`src/rtl/burt_h_window_gen_uint12_if.sv`:
```
// Raster-in / window-out bundle between a row source and the horizontal Burt filter stage.
// The master drives the pixel stream; the slave (window generator) drives the window side.
interface burt_h_window_gen_uint12_if;
  logic [11:0]             data_i;
  logic [15:0]             col_i;
  logic [15:0]             row_i;
  logic                    valid_i;
  logic [0:0][0:4][11:0]   window_o;
  logic [15:0]             col_o;
  logic [15:0]             row_o;
  logic                    valid_o;
  logic                    error_o;

  modport master (
    output data_i, col_i, row_i, valid_i,
    input  window_o, col_o, row_o, valid_o, error_o
  );

  modport slave (
    input  data_i, col_i, row_i, valid_i,
    output window_o, col_o, row_o, valid_o, error_o
  );
endinterface

```
`src/rtl/burt_h_window_gen_uint12.sv`:
```
// Horizontal 1x5 window generator with edge replication, one window per input column.
// A five-deep tap line holds the newest pixels; the flush states re-shift the last pixel.
module burt_h_window_gen_uint12 #(
  parameter int IMAGE_WIDTH = 640
) (
  input  logic                         clk_i,
  input  logic                         rst_i,
  burt_h_window_gen_uint12_if.slave    bus
);
  localparam int          DATA_W   = 12;
  localparam logic [15:0] LAST_COL = 16'(IMAGE_WIDTH - 1);
  localparam logic [15:0] PEN_COL  = 16'(IMAGE_WIDTH - 2);

  if (IMAGE_WIDTH < 5) begin : g_width_check
    $error("IMAGE_WIDTH must be at least 5");
  end

  typedef enum logic [2:0] {IDLE, FILL, STREAM, FLUSH1, FLUSH2} state_t;

  state_t                        state_q, state_d;
  // taps[0] is the newest pixel, taps[4] the oldest
  logic [4:0][DATA_W-1:0]        taps_q, taps_d, shifted;
  logic [15:0]                   exp_col_q, exp_col_d;
  logic [15:0]                   line_row_q, line_row_d;
  logic [0:0][0:4][DATA_W-1:0]   window_q, window_d;
  logic [15:0]                   col_q, col_d;
  logic [15:0]                   row_q, row_d;
  logic                          valid_q, valid_d;
  logic                          error_q, error_d;

  function automatic logic [0:0][0:4][DATA_W-1:0] to_window(input logic [4:0][DATA_W-1:0] t);
    logic [0:0][0:4][DATA_W-1:0] w;
    for (int i = 0; i < 5; i++) w[0][i] = t[4-i];
    return w;
  endfunction

  always_comb begin
    state_d    = state_q;
    taps_d     = taps_q;
    shifted    = {taps_q[3:0], bus.data_i};
    exp_col_d  = exp_col_q;
    line_row_d = line_row_q;
    window_d   = window_q;
    col_d      = col_q;
    row_d      = row_q;
    valid_d    = 1'b0;
    error_d    = error_q;

    case (state_q)
      IDLE: begin
        if (bus.valid_i) begin
          if (bus.col_i == 16'd0) begin
            taps_d     = {5{bus.data_i}};
            line_row_d = bus.row_i;
            exp_col_d  = 16'd1;
            state_d    = FILL;
          end else begin
            error_d = 1'b1;
          end
        end
      end
      FILL, STREAM: begin
        if (bus.valid_i) begin
          if (bus.col_i == exp_col_q) begin
            taps_d    = shifted;
            exp_col_d = exp_col_q + 16'd1;
            if (state_q == FILL) begin
              state_d = STREAM;
            end else begin
              valid_d  = 1'b1;
              window_d = to_window(shifted);
              col_d    = exp_col_q - 16'd2;
              row_d    = line_row_q;
              if (exp_col_q == LAST_COL) state_d = FLUSH1;
            end
          end else if (bus.col_i == 16'd0) begin
            // A new line start abandons the partial line without flushing it
            error_d    = 1'b1;
            taps_d     = {5{bus.data_i}};
            line_row_d = bus.row_i;
            exp_col_d  = 16'd1;
            state_d    = FILL;
          end else begin
            error_d = 1'b1;
          end
        end
      end
      FLUSH1, FLUSH2: begin
        shifted  = {taps_q[3:0], taps_q[0]};
        taps_d   = shifted;
        valid_d  = 1'b1;
        window_d = to_window(shifted);
        row_d    = line_row_q;
        col_d    = (state_q == FLUSH1) ? PEN_COL : LAST_COL;
        state_d  = (state_q == FLUSH1) ? FLUSH2 : IDLE;
        if (bus.valid_i) error_d = 1'b1;
      end
      default: state_d = IDLE;
    endcase
  end

  always_ff @(posedge clk_i or posedge rst_i) begin
    if (rst_i) begin
      state_q    <= IDLE;
      taps_q     <= '0;
      exp_col_q  <= '0;
      line_row_q <= '0;
      window_q   <= '0;
      col_q      <= '0;
      row_q      <= '0;
      valid_q    <= 1'b0;
      error_q    <= 1'b0;
    end else begin
      state_q    <= state_d;
      taps_q     <= taps_d;
      exp_col_q  <= exp_col_d;
      line_row_q <= line_row_d;
      window_q   <= window_d;
      col_q      <= col_d;
      row_q      <= row_d;
      valid_q    <= valid_d;
      error_q    <= error_d;
    end
  end

  assign bus.window_o = window_q;
  assign bus.col_o    = col_q;
  assign bus.row_o    = row_q;
  assign bus.valid_o  = valid_q;
  assign bus.error_o  = error_q;
endmodule
```
`src/flat_wrapper.sv`:
```
// flat-port wrapper written by rule: the top's interface ports become plain ports
module burt_h_window_gen_uint12_flat 
#(
  parameter int IMAGE_WIDTH = 640
)
  (clk_i, rst_i, bus_data_i, bus_col_i, bus_row_i, bus_valid_i, bus_window_o, bus_col_o, bus_row_o, bus_valid_o, bus_error_o);
  burt_h_window_gen_uint12_if bus_i ();
  input  logic clk_i;
  input  logic rst_i;
  input wire logic [$bits(bus_i.data_i)-1:0] bus_data_i;
  input wire logic [$bits(bus_i.col_i)-1:0] bus_col_i;
  input wire logic [$bits(bus_i.row_i)-1:0] bus_row_i;
  input wire logic [$bits(bus_i.valid_i)-1:0] bus_valid_i;
  output wire logic [$bits(bus_i.window_o)-1:0] bus_window_o;
  output wire logic [$bits(bus_i.col_o)-1:0] bus_col_o;
  output wire logic [$bits(bus_i.row_o)-1:0] bus_row_o;
  output wire logic [$bits(bus_i.valid_o)-1:0] bus_valid_o;
  output wire logic [$bits(bus_i.error_o)-1:0] bus_error_o;
  assign bus_i.data_i = bus_data_i;
  assign bus_i.col_i = bus_col_i;
  assign bus_i.row_i = bus_row_i;
  assign bus_i.valid_i = bus_valid_i;
  assign bus_window_o = bus_i.window_o;
  assign bus_col_o = bus_i.col_o;
  assign bus_row_o = bus_i.row_o;
  assign bus_valid_o = bus_i.valid_o;
  assign bus_error_o = bus_i.error_o;
  burt_h_window_gen_uint12 #(.IMAGE_WIDTH(IMAGE_WIDTH)) u_core (.clk_i(clk_i), .rst_i(rst_i), .bus(bus_i));
endmodule
```
`config.mk`:
```
export PLATFORM = sky130hd
export DESIGN_NAME = burt_h_window_gen_uint12_flat
export DESIGN_NICKNAME = d
export VERILOG_FILES = /design/src/rtl/burt_h_window_gen_uint12_if.sv /design/src/rtl/burt_h_window_gen_uint12.sv /design/src/flat_wrapper.sv
export SDC_FILE = /design/constraint.sdc
export NUM_CORES = 1
export LEC_CHECK = 0
export ABC_AREA = 1
export CAP_MARGIN = 20
export CORE_UTILIZATION = 45
export DETAILED_ROUTE_END_ITERATION = 10
export PLACE_DENSITY = 0.72
export SLEW_MARGIN = 20
export SYNTH_ARGS = -nofsm -noshare
export SYNTH_HDL_FRONTEND = slang
export SYNTH_SLANG_ARGS = --single-unit
```
`constraint.sdc`:
```
create_clock -name clk_i -period 7.6 [get_ports clk_i]
set_input_delay 2.28 -clock clk_i [delete_from_list [all_inputs] [get_ports clk_i]]
set_output_delay 2.28 -clock clk_i [all_outputs]
set_load 0.1 [all_outputs]
```
==> metrics.cfg <==
[synthesis]
synth.top_cells.by_area = sky130_fd_sc_hd__dfrtp_1 (48%), sky130_fd_sc_hd__nand2_1 (28%), sky130_fd_sc_hd__nand3_1 (5.7%), sky130_fd_sc_hd__o21ai_0 (4.9%), sky130_fd_sc_hd__inv_1 (2.4%)
postSynthAreaPerCell_um2 = 6.96
synth_seq_area_share_pct = 47.6
synthArstFlopShare_pct = 100
synthesized_area_um2 = 9300
yosys.area.top_type = sky130_fd_sc_hd__dfrtp_1
postSynthCellCount = 1336
synth_fp_nets = 1386
yosys_most_used_dff = sky130_fd_sc_hd__dfrtp_1
yosys.cell_types.count = 28
synthesis.yosys.warnings = 0
ys_ff_latch = 177
number_of_synthesized_flops_with_an_enable_pin = 0
yosysTopAreaCellShare_pct = 47.6

[die]
boundaryPins = 141
dieHeight_um = 146
die_boundary_width_um = 146
design.die.area_um2 = 21200
starting_density_pct = 46.0
fp.coreArea_um2 = 20200
std_cell_rows = 52

[placed_design]
place.port_buffers = 140
post-dp-hpwl_um = 17100
finalWeightedCongestion = 0.895

[pwr]
p_leak_uw = 0.00593
power-per-cell-area_nw_per_um2 = 168
vdd_ir_drop_max_v = 0.000129

[timing]
timing.slew.headroom_pct = 27.8
timing_worst_slew_pin_value_ns = 1.08
fin_tns_setup_ns = 0
maxClockFrequency_mhz = 194
finalCritPeriodShare_pct = 67.7
final_hold_viol_count = 0
rsz0062_at_grt = false
final-setup-viol-count = 0
finalWorstPathRequiredPeriod_ns = 5.14
timing.final.max_slew_violations = 0
fin_worst_skew_ns = 0.0122

[critical_path]
worst-path-max-fanout = 46
cp_data_arrival_time_ns = 5.52
critPathCaptureType = flop
setup.worst_path.class = in2reg
cp.required_ns = 7.97
worst_setup_path_start_kind = input pin

[cts]
postCtsSetupBuffers = 0
htree_num_levels = 4
root_driver = sky130_fd_sc_hd__clkbuf_16
clock_latency_ns = 0.44
cts_made_buffers = 17
cts.repair.resized = 0
ctsLongestPathBuffers = 2
numClockSinks = 177
cts_hold_buffers = 0
clkTransAtPathRegs_ns = 0.07
tritoncts = done

[route]
detail_route.vias_per_cell = 5.09
number_of_design_rule_violations_left_by_the_first_detailed_router_iteration = 676
drt_wl_total_um = 25800
dr_wl_met3_um = 1500
drt_pass1_iterations = 6
wl_met1_um = 11400
routed-wl-met2_um = 12200
antenna_violating_nets_post_route = 0
top_layer = met4
routedWlPerCell_um = 15.0
detail_route.drc_violations = 0
vias = 8762

[cells_and_area]
post-route-util_pct = 56.3
layout-drive-gt1-share_pct = 5.17
area_growth_syn_to_layout_pct = 22.5
most-common-layout-cells = sky130_fd_sc_hd__nand2_1 (705), sky130_fd_sc_hd__dfrtp_1 (177), sky130_fd_sc_hd__clkdlybuf4s50_1 (140)
nets = 1487
n_fill_cell = 1921
antennaDiodeCount = 0
commonest_non_fill_non_tap_cell_in_the_layout = sky130_fd_sc_hd__nand2_1

[run_status]
outcome = completed

[grt]
gr-usage-all-layers_pct = 25.3
grt_start_max_net_pins = 105
antenna_found_initial = 0
grt_first_pass_wirelength_um = 42700
total_congestion_overflow_after_global_routing = 0
number_of_global_route_vias_before_repair = 8315

[min_path]
hold_path.class = reg2reg

[job]
drv.max_cap_violation_count = 0

[cell usage after synthesis (7+ instances only)]
| cell | number |
|---|---|
| sky130_fd_sc_hd__nand2_1 | 706 |
| sky130_fd_sc_hd__dfrtp_1 | 177 |
| sky130_fd_sc_hd__nand3_1 | 105 |
| sky130_fd_sc_hd__o21ai_0 | 91 |
| sky130_fd_sc_hd__inv_1 | 60 |
| sky130_fd_sc_hd__nor2_1 | 52 |
| sky130_fd_sc_hd__clkbuf_1 | 33 |
| sky130_fd_sc_hd__buf_2 | 27 |
| sky130_fd_sc_hd__inv_2 | 17 |
| sky130_fd_sc_hd__nor3_1 | 11 |
| sky130_fd_sc_hd__xor2_1 | 9 |
| sky130_fd_sc_hd__a21oi_1 | 7 |
| sky130_fd_sc_hd__nand4_1 | 7 |
[routing by layer]
metal	global-route usage, %	vias to the layer above
li1	-	4351
met1	34.2	4062
met2	40.7	302
met3	4.36	47
met4	9.16	0
met5	0	-
[report_power, final]
part | leakage, µW | switching, µW | internal (µW)
logic | 0.00323 | 54.8 | 31.2
clock network | 0.000290 | 408 | 481
registers | 0.00241 | 0.995 | 942
[sequential cells by signal (all words and copies together) (netlist names)]
name,count
u_core.exp_col_q,16
u_core.bus.error_o,1
u_core.bus.window_o,60
u_core.taps_q,48
u_core.bus.col_o,16
u_core.state_q,3
u_core.bus.row_o,16
u_core.bus.valid_o,1
u_core.line_row_q,16
[per-stage QoR]
step	setup slack, ns	instances	cell area, µm²	hold slack [ns]	power (µW)
after global routing	2.10	1720	11400	0.493	1980
final	2.46	1720	11400	0.470	1920
after floorplan	0.518	1336	9300	0.442	1000
after global placement	2.11	1688	10800	0.452	1050
after detailed placement	2.08	1688	10800	0.455	1050
after CTS	2.51	1720	11400	0.475	1930
[worst paths after layout]
kind	end	from	depth (start not counted)	slack, ns
max in group asynchronous	u_core.taps_q[22]	rst_i	3	4.01
setup reg to reg	u_core.bus.window_o[10]	u_core.exp_col_q[10]	13	4.13
min in group asynchronous	u_core.bus.row_o[6]	rst_i	2	2.39
setup / recovery	u_core.bus.window_o[10]	bus_col_i[2]	14	2.46
hold reg to reg	u_core.bus.row_o[12]	u_core.line_row_q[12]	2	0.47
hold / removal	u_core.bus.row_o[12]	u_core.line_row_q[12]	2	0.47
[worst max-delay path: stages]
cell	delay [ns]
sky130_fd_sc_hd__clkdlybuf4s50_1	0.51
sky130_fd_sc_hd__inv_1	0.05
sky130_fd_sc_hd__nand2_1	0.06
sky130_fd_sc_hd__nand2_1	0.07
sky130_fd_sc_hd__nor2_1	0.13
sky130_fd_sc_hd__nand2_1	0.13
sky130_fd_sc_hd__nor2_4	0.14
sky130_fd_sc_hd__nand2_2	0.12
sky130_fd_sc_hd__nand2_2	0.62
sky130_fd_sc_hd__nand3_4	0.13
sky130_fd_sc_hd__inv_2	0.60
sky130_fd_sc_hd__buf_4	0.46
sky130_fd_sc_hd__nand2_1	0.11
sky130_fd_sc_hd__nand2_1	0.08
[area by class of cell]
type / instances / area [µm²] / area share, %
multi-input cells: 1014 / 4270 / 37.5
repair buffers: 149 / 1470 / 12.9
clock buffers: 19 / 453 / 3.97
well taps: 270 / 338 / 2.96
clock inverters: 13 / 140 / 1.23
inverters: 78 / 298 / 2.61
flip-flops and latches: 177 / 4430 / 38.9
[logic make-up (layout without fill, tap and decap cells)]
logic type,after synthesis,in the layout,synth area share (%)
DFF,177,177,47.6
adders and majority gates,3,3,0.404
and+or+nand+nor,895,895,38.5
AOI/OAI and AO/OA,103,103,5.66
buffers and inverters,145,259,6.58
xor gates and xnor gates,13,13,1.22
Power figures use the tool's default switching activity.
